--- src/rtl/pipe_hazard_ctrl_if.sv ---
// Hazard controller bundle: pipeline status seen by the controller and the
// stall/flush/status signals it returns to the datapath.
interface pipe_hazard_ctrl_if #(
  parameter int CNT_W = 32
);
  logic             id_valid;
  logic [4:0]       id_rs1;
  logic [4:0]       id_rs2;
  logic             id_uses_rs1;
  logic             id_uses_rs2;
  logic             ex_valid;
  logic             ex_is_load;
  logic [4:0]       ex_rd;
  logic             ex_redirect;
  logic             ex_mdu_start;
  logic             mdu_done;
  logic             imem_rsp_valid;
  logic             stall_pc;
  logic             stall_if_id;
  logic             flush_if_id;
  logic             stall_id_ex;
  logic             flush_id_ex;
  logic [1:0]       ctrl_state;
  logic             mdu_timeout_err;
  logic [CNT_W-1:0] stall_cycles;
  logic [CNT_W-1:0] flush_events;

  modport master (
    output id_valid, id_rs1, id_rs2, id_uses_rs1, id_uses_rs2,
    output ex_valid, ex_is_load, ex_rd, ex_redirect, ex_mdu_start,
    output mdu_done, imem_rsp_valid,
    input  stall_pc, stall_if_id, flush_if_id, stall_id_ex, flush_id_ex,
    input  ctrl_state, mdu_timeout_err, stall_cycles, flush_events
  );

  modport slave (
    input  id_valid, id_rs1, id_rs2, id_uses_rs1, id_uses_rs2,
    input  ex_valid, ex_is_load, ex_rd, ex_redirect, ex_mdu_start,
    input  mdu_done, imem_rsp_valid,
    output stall_pc, stall_if_id, flush_if_id, stall_id_ex, flush_id_ex,
    output ctrl_state, mdu_timeout_err, stall_cycles, flush_events
  );
endinterface

--- src/rtl/pipe_hazard_ctrl.sv ---
// Stall/flush sequencer for the 5-stage core with MDU watchdog.
// Define PIPE_HAZARD_PERF_EN to build the stall/redirect performance counters.
//
// state       | meaning
// ST_RUN      | normal issue; hazards resolved combinationally
// ST_MDU_WAIT | multi-cycle MDU op in flight, front of pipe frozen
// ST_HALT     | MDU watchdog expired, pipe frozen until reset
module pipe_hazard_ctrl #(
  parameter int MDU_TIMEOUT = 64,
  parameter int CNT_W       = 32
) (
  input  logic              clk,
  input  logic              rst_n,
  pipe_hazard_ctrl_if.slave bus
);

  localparam int WD_W = (MDU_TIMEOUT > 2) ? $clog2(MDU_TIMEOUT) : 1;
  // Loaded on MDU issue; HALT when a non-done wait cycle sees zero, giving
  // MDU_TIMEOUT-1 wait cycles (MDU_TIMEOUT stall cycles including the issue).
  localparam logic [WD_W-1:0] WD_LOAD = WD_W'(MDU_TIMEOUT - 2);

  typedef enum logic [1:0] {
    ST_RUN      = 2'd0,
    ST_MDU_WAIT = 2'd1,
    ST_HALT     = 2'd2
  } state_t;

  state_t          state, state_nxt;
  logic [WD_W-1:0] wd_cnt, wd_cnt_nxt;
  logic            err, err_nxt;
  logic            lu;
  logic            stall_pc, stall_if_id, flush_if_id, stall_id_ex, flush_id_ex;

  assign lu = bus.id_valid && bus.ex_valid && bus.ex_is_load && (bus.ex_rd != 5'd0) &&
              ((bus.id_uses_rs1 && (bus.id_rs1 == bus.ex_rd)) ||
               (bus.id_uses_rs2 && (bus.id_rs2 == bus.ex_rd)));

  always_ff @(posedge clk) begin
    if (!rst_n) begin
      state  <= ST_RUN;
      wd_cnt <= '0;
      err    <= 1'b0;
    end else begin
      state  <= state_nxt;
      wd_cnt <= wd_cnt_nxt;
      err    <= err_nxt;
    end
  end

  always_comb begin
    state_nxt   = state;
    wd_cnt_nxt  = wd_cnt;
    err_nxt     = err;
    stall_pc    = 1'b0;
    stall_if_id = 1'b0;
    flush_if_id = 1'b0;
    stall_id_ex = 1'b0;
    flush_id_ex = 1'b0;
    if (!rst_n) begin
      flush_if_id = 1'b1;
      flush_id_ex = 1'b1;
    end else begin
      case (state)
        ST_RUN: begin
          if (bus.ex_redirect) begin
            flush_if_id = 1'b1;
            flush_id_ex = 1'b1;
          end else if (bus.ex_mdu_start && !bus.mdu_done) begin
            stall_pc    = 1'b1;
            stall_if_id = 1'b1;
            stall_id_ex = 1'b1;
            state_nxt   = ST_MDU_WAIT;
            wd_cnt_nxt  = WD_LOAD;
          end else if (bus.ex_mdu_start) begin
            // single-cycle MDU result: nothing to hold
          end else if (lu) begin
            stall_pc    = 1'b1;
            stall_if_id = 1'b1;
            flush_id_ex = 1'b1;
          end else if (!bus.imem_rsp_valid) begin
            stall_pc    = 1'b1;
            flush_if_id = 1'b1;
          end
        end
        ST_MDU_WAIT: begin
          if (bus.mdu_done) begin
            state_nxt = ST_RUN;
          end else begin
            stall_pc    = 1'b1;
            stall_if_id = 1'b1;
            stall_id_ex = 1'b1;
            if (wd_cnt == '0) begin
              state_nxt = ST_HALT;
              err_nxt   = 1'b1;
            end else begin
              wd_cnt_nxt = wd_cnt - WD_W'(1);
            end
          end
        end
        ST_HALT: begin
          stall_pc    = 1'b1;
          stall_if_id = 1'b1;
          stall_id_ex = 1'b1;
        end
        default: state_nxt = ST_RUN;
      endcase
    end
  end

  assign bus.stall_pc        = stall_pc;
  assign bus.stall_if_id     = stall_if_id;
  assign bus.flush_if_id     = flush_if_id;
  assign bus.stall_id_ex     = stall_id_ex;
  assign bus.flush_id_ex     = flush_id_ex;
  assign bus.ctrl_state      = state;
  assign bus.mdu_timeout_err = err;

`ifdef PIPE_HAZARD_PERF_EN
  logic [CNT_W-1:0] stall_cnt, flush_cnt;

  always_ff @(posedge clk) begin
    if (!rst_n) begin
      stall_cnt <= '0;
      flush_cnt <= '0;
    end else begin
      if (stall_pc && (stall_cnt != '1))
        stall_cnt <= stall_cnt + CNT_W'(1);
      if ((state == ST_RUN) && bus.ex_redirect && (flush_cnt != '1))
        flush_cnt <= flush_cnt + CNT_W'(1);
    end
  end

  assign bus.stall_cycles = stall_cnt;
  assign bus.flush_events = flush_cnt;
`else
  assign bus.stall_cycles = '0;
  assign bus.flush_events = '0;
`endif

endmodule

--- src/flat_wrapper.sv ---
// flat-port wrapper written by rule: the top's interface ports become plain ports
module pipe_hazard_ctrl_flat 
#(
  parameter int MDU_TIMEOUT = 64,
  parameter int CNT_W       = 32
)
  (clk, rst_n, bus_id_valid, bus_id_rs1, bus_id_rs2, bus_id_uses_rs1, bus_id_uses_rs2, bus_ex_valid, bus_ex_is_load, bus_ex_rd, bus_ex_redirect, bus_ex_mdu_start, bus_mdu_done, bus_imem_rsp_valid, bus_stall_pc, bus_stall_if_id, bus_flush_if_id, bus_stall_id_ex, bus_flush_id_ex, bus_ctrl_state, bus_mdu_timeout_err, bus_stall_cycles, bus_flush_events);
  pipe_hazard_ctrl_if #(.CNT_W(CNT_W)) bus_i ();
  input  logic clk;
  input  logic rst_n;
  input wire logic [$bits(bus_i.id_valid)-1:0] bus_id_valid;
  input wire logic [$bits(bus_i.id_rs1)-1:0] bus_id_rs1;
  input wire logic [$bits(bus_i.id_rs2)-1:0] bus_id_rs2;
  input wire logic [$bits(bus_i.id_uses_rs1)-1:0] bus_id_uses_rs1;
  input wire logic [$bits(bus_i.id_uses_rs2)-1:0] bus_id_uses_rs2;
  input wire logic [$bits(bus_i.ex_valid)-1:0] bus_ex_valid;
  input wire logic [$bits(bus_i.ex_is_load)-1:0] bus_ex_is_load;
  input wire logic [$bits(bus_i.ex_rd)-1:0] bus_ex_rd;
  input wire logic [$bits(bus_i.ex_redirect)-1:0] bus_ex_redirect;
  input wire logic [$bits(bus_i.ex_mdu_start)-1:0] bus_ex_mdu_start;
  input wire logic [$bits(bus_i.mdu_done)-1:0] bus_mdu_done;
  input wire logic [$bits(bus_i.imem_rsp_valid)-1:0] bus_imem_rsp_valid;
  output wire logic [$bits(bus_i.stall_pc)-1:0] bus_stall_pc;
  output wire logic [$bits(bus_i.stall_if_id)-1:0] bus_stall_if_id;
  output wire logic [$bits(bus_i.flush_if_id)-1:0] bus_flush_if_id;
  output wire logic [$bits(bus_i.stall_id_ex)-1:0] bus_stall_id_ex;
  output wire logic [$bits(bus_i.flush_id_ex)-1:0] bus_flush_id_ex;
  output wire logic [$bits(bus_i.ctrl_state)-1:0] bus_ctrl_state;
  output wire logic [$bits(bus_i.mdu_timeout_err)-1:0] bus_mdu_timeout_err;
  output wire logic [$bits(bus_i.stall_cycles)-1:0] bus_stall_cycles;
  output wire logic [$bits(bus_i.flush_events)-1:0] bus_flush_events;
  assign bus_i.id_valid = bus_id_valid;
  assign bus_i.id_rs1 = bus_id_rs1;
  assign bus_i.id_rs2 = bus_id_rs2;
  assign bus_i.id_uses_rs1 = bus_id_uses_rs1;
  assign bus_i.id_uses_rs2 = bus_id_uses_rs2;
  assign bus_i.ex_valid = bus_ex_valid;
  assign bus_i.ex_is_load = bus_ex_is_load;
  assign bus_i.ex_rd = bus_ex_rd;
  assign bus_i.ex_redirect = bus_ex_redirect;
  assign bus_i.ex_mdu_start = bus_ex_mdu_start;
  assign bus_i.mdu_done = bus_mdu_done;
  assign bus_i.imem_rsp_valid = bus_imem_rsp_valid;
  assign bus_stall_pc = bus_i.stall_pc;
  assign bus_stall_if_id = bus_i.stall_if_id;
  assign bus_flush_if_id = bus_i.flush_if_id;
  assign bus_stall_id_ex = bus_i.stall_id_ex;
  assign bus_flush_id_ex = bus_i.flush_id_ex;
  assign bus_ctrl_state = bus_i.ctrl_state;
  assign bus_mdu_timeout_err = bus_i.mdu_timeout_err;
  assign bus_stall_cycles = bus_i.stall_cycles;
  assign bus_flush_events = bus_i.flush_events;
  pipe_hazard_ctrl #(.MDU_TIMEOUT(MDU_TIMEOUT), .CNT_W(CNT_W)) u_core (.clk(clk), .rst_n(rst_n), .bus(bus_i));
endmodule
--- config.mk ---
export PLATFORM = sky130hd
export DESIGN_NAME = pipe_hazard_ctrl_flat
export DESIGN_NICKNAME = d
export VERILOG_FILES = /design/src/rtl/pipe_hazard_ctrl_if.sv /design/src/rtl/pipe_hazard_ctrl.sv /design/src/flat_wrapper.sv
export SDC_FILE = /design/constraint.sdc
export NUM_CORES = 1
export LEC_CHECK = 0
export CORE_MARGIN = 5
export CORE_UTILIZATION = 35
export DETAILED_ROUTE_END_ITERATION = 6
export PLACE_DENSITY = 0.86
export SYNTH_ARGS = -nofsm -noshare
export SYNTH_HDL_FRONTEND = slang
export SYNTH_SLANG_ARGS = --single-unit
export TNS_END_PERCENT = 100
--- constraint.sdc ---
create_clock -name clk -period 2.14 [get_ports clk]
set_input_delay 0.321 -clock clk [delete_from_list [all_inputs] [get_ports clk]]
set_output_delay 0.321 -clock clk [all_outputs]
set_load 0.02 [all_outputs]
==> After elaboration in Yosys (flattened, before gate mapping) <==
Index checks and enable logic that the tools add are counted.
{ "classes": {"muxes": 38, "reduce_logical": 16, "eq_ne": 9, "add_sub_neg": 1, "bitwise": 2} }
{ "ops": {"columns": ["op", "n"], "rows": [
  ["two-way mux 1 bit", 25],
  ["two-way mux 6 bit", 4],
  ["case mux 6 bit (2 select lines)", 1],
  ["== test 5 bit", 2],
  ["case mux 1 bit (3 select lines)", 3],
  ["two-way mux 2 bit", 4],
  ["logical AND 1 bit", 7],
  ["logical NOT 6 bit", 1],
  ["inequality test 2 bit (second input constant)", 3],
  ["case mux 2 bit (3 select lines)", 1],
  ["subtractor 6 x 1 -> 6 bit (second input constant)", 1],
  ["AND reduction 5 bit", 1],
  ["nonzero test 5 bit", 1],
  ["AND reduction 4 bit", 1],
  ["inequality test 3 x 2 -> 1 bit (second input constant)", 1],
  ["AND reduction 3 bit", 1],
  ["== test 2 x 1 -> 1 bit (second input constant)", 1],
  ["== test 2 bit (second input constant)", 1],
  ["logical NOT 2 bit", 1],
  ["inequality test 2 x 1 -> 1 bit (second input constant)", 1],
  ["inverter 1 bit", 2],
  ["nonzero test 2 bit", 1],
  ["logical NOT 1 bit", 1],
  ["logical OR 1 bit", 1]
]} }
{ "totals": {"output_inout_bits": 72, "regBits": 9, "wordCells": 69} }

==> Depth between registers and ports, before layout <==
{ "logic_depth": {"depth_word": 10, "ltp_mapped": 6, "mapped_depth_nobuf": 6} }

==> Worst setup path before layout <==
No wires, ideal clock.
{ "synth_path": {"path_type": "reg2out", "from": "reg u_core.state[1] (netlist: u_core.bus.ctrl_state[1])", "to": "out bus_stall_if_id", "required_ns": 1.819, "slack_ns": 0.173, "arrival_ns": 1.646, "path_buffers": 0, "path_stages_with_launch": 4, "path_cell_list": "dfxtp_1 nor3_1 or4b_1 o21ai_0"} }
{ "synth_via": {"elab_chain_len": 3} }
{ "synth_lines": {"columns": ["element", "line_no", "text"], "rows": [
  ["from (decl)", "pipe_hazard_ctrl.sv:28", "state_t state, state_nxt;"],
  ["from (signal assigned)", "pipe_hazard_ctrl.sv:44", "state <= state_nxt;"],
  ["== test 2 bit (tied with other cells)", "pipe_hazard_ctrl.sv:63", "case (state)"],
  ["case mux 1 bit (3 select lines) *", "pipe_hazard_ctrl.sv:63", null],
  ["two-way mux 1 bit *", "pipe_hazard_ctrl.sv:59", "if (!rst_n) begin"],
  ["to (decl)", "flat_wrapper.sv:24", "output wire logic [$bits(bus_i.stall_if_id)-1:0] bus_stall_if_id;"]
]} }
Every way passes the cells marked *; elsewhere a longest branch is shown, timed or not.

==> Worst setup path in the final report <==
{ "layout_path": {"from": "in bus_ex_rd[0]", "to": "out bus_stall_pc"} }
{ "layout_via": {"elab_chain_len": 10} }
{ "layout_lines": {"columns": ["element", "line_no", "text"], "rows": [
  ["from (decl)", "flat_wrapper.sv:18", "input wire logic [$bits(bus_i.ex_rd)-1:0] bus_ex_rd;"],
  ["== test 5 bit (on tied branches)", "pipe_hazard_ctrl.sv:35, pipe_hazard_ctrl.sv:36", null],
  ["logical AND 1 bit (on tied branches)", "pipe_hazard_ctrl.sv:35, pipe_hazard_ctrl.sv:36", null],
  ["logical OR 1 bit", "pipe_hazard_ctrl.sv:35", "((bus.id_uses_rs1 && (bus.id_rs1 == bus.ex_rd)) ||"],
  ["logical AND 1 bit *", "pipe_hazard_ctrl.sv:34", "assign lu = bus.id_valid && bus.ex_valid && bus.ex_is_load && (bus.ex_rd != 5'd0) &&"],
  ["two-way mux 1 bit *", "pipe_hazard_ctrl.sv:76", "end else if (lu) begin"],
  ["two-way mux 1 bit *", "pipe_hazard_ctrl.sv:74", "end else if (bus.ex_mdu_start) begin"],
  ["two-way mux 1 bit *", "pipe_hazard_ctrl.sv:68", "end else if (bus.ex_mdu_start && !bus.mdu_done) begin"],
  ["two-way mux 1 bit *", "pipe_hazard_ctrl.sv:65", "if (bus.ex_redirect) begin"],
  ["case mux 1 bit (3 select lines) *", "pipe_hazard_ctrl.sv:63", null],
  ["two-way mux 1 bit *", "pipe_hazard_ctrl.sv:59", null],
  ["to (decl)", "flat_wrapper.sv:23", "output wire logic [$bits(bus_i.stall_pc)-1:0] bus_stall_pc;"]
]} }
Marks and branches as above.

==> reports/qor.csv <==
stage,metric,value,unit
power,Lkg Pwr,0.721,nW
clocking,htree depth,1,
finish,# fillers,332,
finish,footprint of the multi-input gates,752,sq um
sta,Final Setup Violations,0,
global_route,met2 usage,0.204,
clocking,clock sink count,9,
synthesis,Avg Inst Size Synth,7.98,sq um
setup_path,CP required,1820,ps
synthesis,register bit total from synthesis,9,
routing,DRT Wirelength,2570,um
setup_path,CP Class,in2out,
setup_path,CP Launch Type,primary input,
global_route,grt met3 use,0.0542,
global_route,initial antenna violation count,0,
sta,Slew Limit Fails,0,
clocking,clk buf depth,2,
power,Worst VDD drop,142,uV
place,GP Congestion,0.779,
floorplan,Core Region,3280,sq um
synthesis,Post-synth EDFFs,0,
global_route,largest net degree at the start of global routing,13,
synthesis,post-synthesis simple-gate area fraction,0.149,
synthesis,synth cell count leaders,"buf_4 (64), xor2_1 (12), dfxtp_1 (9), a21oi_1 (8)",
finish,register area,180,sq um
finish,proportion of layout cells with a drive suffix above 1,0.185,
synthesis,mux contribution to synthesized area,0,
routing,DR DRC count,0,
place,dpl ws,-685,ps
synthesis,top cell type's share of synthesized area,0.409,
place,Placed Area,1430,sq um
global_route,Global Route met1 Usage,0.102,
setup_path,CP arrival,1810,ps
setup_path,crit-path cells,"dlygate4sd2_1, or4_4, o2111ai_2, or4b_4, o211ai_1, buf_4",
global_route,GRT Max-Usage Layer,met2,
synthesis,Mapped Cells,147,
synthesis,XOR/XNOR Fraction of Synth Area,0.104,
global_route,GR Overflow Total,0,
synthesis,Synth Area in Compound Gates,0.140,
place,PortBufs,33,
sta,RSZ-0062 raised after global routing,true,
routing,drt first pass iters,4,
synthesis,cell taking the most area after synthesis,buf_4,
synthesis,cell with the most instances after synthesis,buf_4,
clocking,clk root buf,clkbuf_4,
floorplan,Die Y,67.9,um
routing,Avg WL per Cell,10.5,um
clocking,"Clk pin slew, worst setup/hold paths",70,ps
floorplan,Die X,67.9,um
sta,Tcrit/Tclk final,0.995,
power,Power Density,405,nW/um^2
setup_path,Critical Path End Type,output pin,
synthesis,Yosys cell types,31,
synthesis,largest family of logic cells by synthesized area,buffers and inverters,
routing,vias,988,
clocking,Hold Buf Count CTS,0,
finish,n_diodes,0,
sta,fmax,470,MHz
place,post-detail-place hpwl,2150,um
job,number of max-cap violations,0,
sta,Setup Skew,6.92,ps
sta,crit path time final,2130,ps
setup_path,CP max FO,3,
synthesis,synth top area cells,"buf_4 (41%), dfxtp_1 (15%), xor2_1 (9.0%)",
setup_path,CP max stage delay,540,ps
run_status,status,completed,
synthesis,Synth warnings,0,
sta,final setup TNS,0,ps
global_route,vias in the first global route,894,
floorplan,row count,21,
floorplan,initial core utilization,0.357,
sta,final worst slack,11.4,ps
finish,Final Cell Area,1480,sq um
finish,Area Overhead vs Synth,26.1,%
synthesis,ys async rst share,0,
synthesis,Post-Synth Adder-Cell Area,0.0213,
sta,hold slack,486,ps
clocking,CTS Buf Count,3,
min_path,worst hold-check path type,reg2reg,
sta,Fin. Hold Viols,0,
clocking,CTS tree,done,
finish,Layout Nets,229,
global_route,first-pass GRT wire length,3730,um
routing,Via density,4.02,
synthesis,sequential area share after synthesis,0.154,
clocking,worst skew pair latency,270,ps
global_route,Total Routing Usage GR,0.107,
synthesis,Main synth FF type,dfxtp_1,
routing,number of DRC markers in iteration 0,5,
setup_path,critical path's slowest cell,or4_4,
floorplan,die area,4610,sq um
floorplan,Top Ports,98,
routing,"antenna viol nets, final",0,
synthesis,synthesized area,1170,sq um
flip-flops by register name, summed over array words and instances (netlist names):
name                        count
u_core.bus.ctrl_state           2
u_core.bus.mdu_timeout_err      1
u_core.wd_cnt                   6
logic make-up after synthesis:
group,Yosys count
buf+inv,70
compound gates,25
flops,9
simple gates,26
fa+ha+maj,2
xor+xnor,14
other cells,1
path summary, 6_finish.rpt:
kind / depth (start not counted) / slack (ps) / to / startpoint
worst max-delay path: 6 / 10 / bus_stall_pc / bus_ex_rd[0]
worst min-delay path: 2 / 490 / u_core.bus.mdu_timeout_err / u_core.bus.mdu_timeout_err
worst max register to register: 4 / 690 / u_core.wd_cnt[1] / u_core.wd_cnt[2]
worst min register to register: 2 / 490 / u_core.bus.mdu_timeout_err / u_core.bus.mdu_timeout_err
layout make-up:
class / instances / area share
clock buffer: 3 / 0.0152
clock inverter: 1 / 0.00338
inverter: 5 / 0.0127
multi-input combinational: 131 / 0.508
sequential: 9 / 0.122
tap: 46 / 0.0389
timing repair buffer: 51 / 0.300
worst max-delay path, delay by kind of cell:
family | cells | cell delay, ps
AND/OR/NAND/NOR | 2 | 710
AO/OA/AOI/OAI | 2 | 320
buffers and inverters | 2 | 450
power by group:
group          total [mW]  switching, mW  internal, mW
clock               0.139         0.0693        0.0693
combinational       0.277          0.180        0.0977
sequential          0.183        0.00749         0.176
total               0.599          0.256         0.342
per-stage QoR:
step                      utilization  instances  power (mW)
after floorplan                     -        210       0.448
after global placement          0.434        239       0.459
after detailed placement        0.434        239       0.462
after CTS                       0.441        243       0.596
after global routing            0.451        246       0.639
final                           0.451        246       0.599
layout by cell type (no fill, tap or decap), types with 2 or more instances in the layout:
| cell | netlist | layout |
|---|---|---|
| o21ai_1 | 0 | 2 |
| o211ai_1 | 4 | 4 |
| clkdlybuf4s50_1 | 0 | 12 |
| nand2_1 | 2 | 2 |
| a21oi_1 | 8 | 8 |
| nor4_1 | 2 | 2 |
| dlymetal6s2s_1 | 0 | 3 |
| xor2_1 | 12 | 12 |
| xnor2_1 | 2 | 2 |
| dlygate4sd2_1 | 0 | 10 |
| nor2_1 | 6 | 6 |
| nor3_4 | 1 | 2 |
| nand3b_1 | 2 | 2 |
| nor3_1 | 3 | 2 |
| dfxtp_1 | 9 | 9 |
| ha_1 | 2 | 2 |
| inv_1 | 5 | 5 |
| buf_2 | 0 | 2 |
| buf_4 | 64 | 20 |
| clkbuf_4 | 0 | 3 |
| conb_1 | 1 | 64 |
| clkdlybuf4s15_2 | 0 | 2 |
| o21ai_0 | 6 | 4 |
what timing repair did:
action | in CTS | in global routing
setup endpoints to repair | 5 | 5
buffers inserted | 0 | 3
pin swaps | 6 | 7
hold endpoints to repair | 0 | 0
gates resized for setup | 49 | 6
layer usage:
metal | wire (um) | vias to the layer above
li1 | - | 480
met1 | 775 | 438
met2 | 1360 | 68
met3 | 427 | 2
met4 | 14 | 0
met5 | 0 | -
Note: power is estimated with default switching activity, not from simulation.
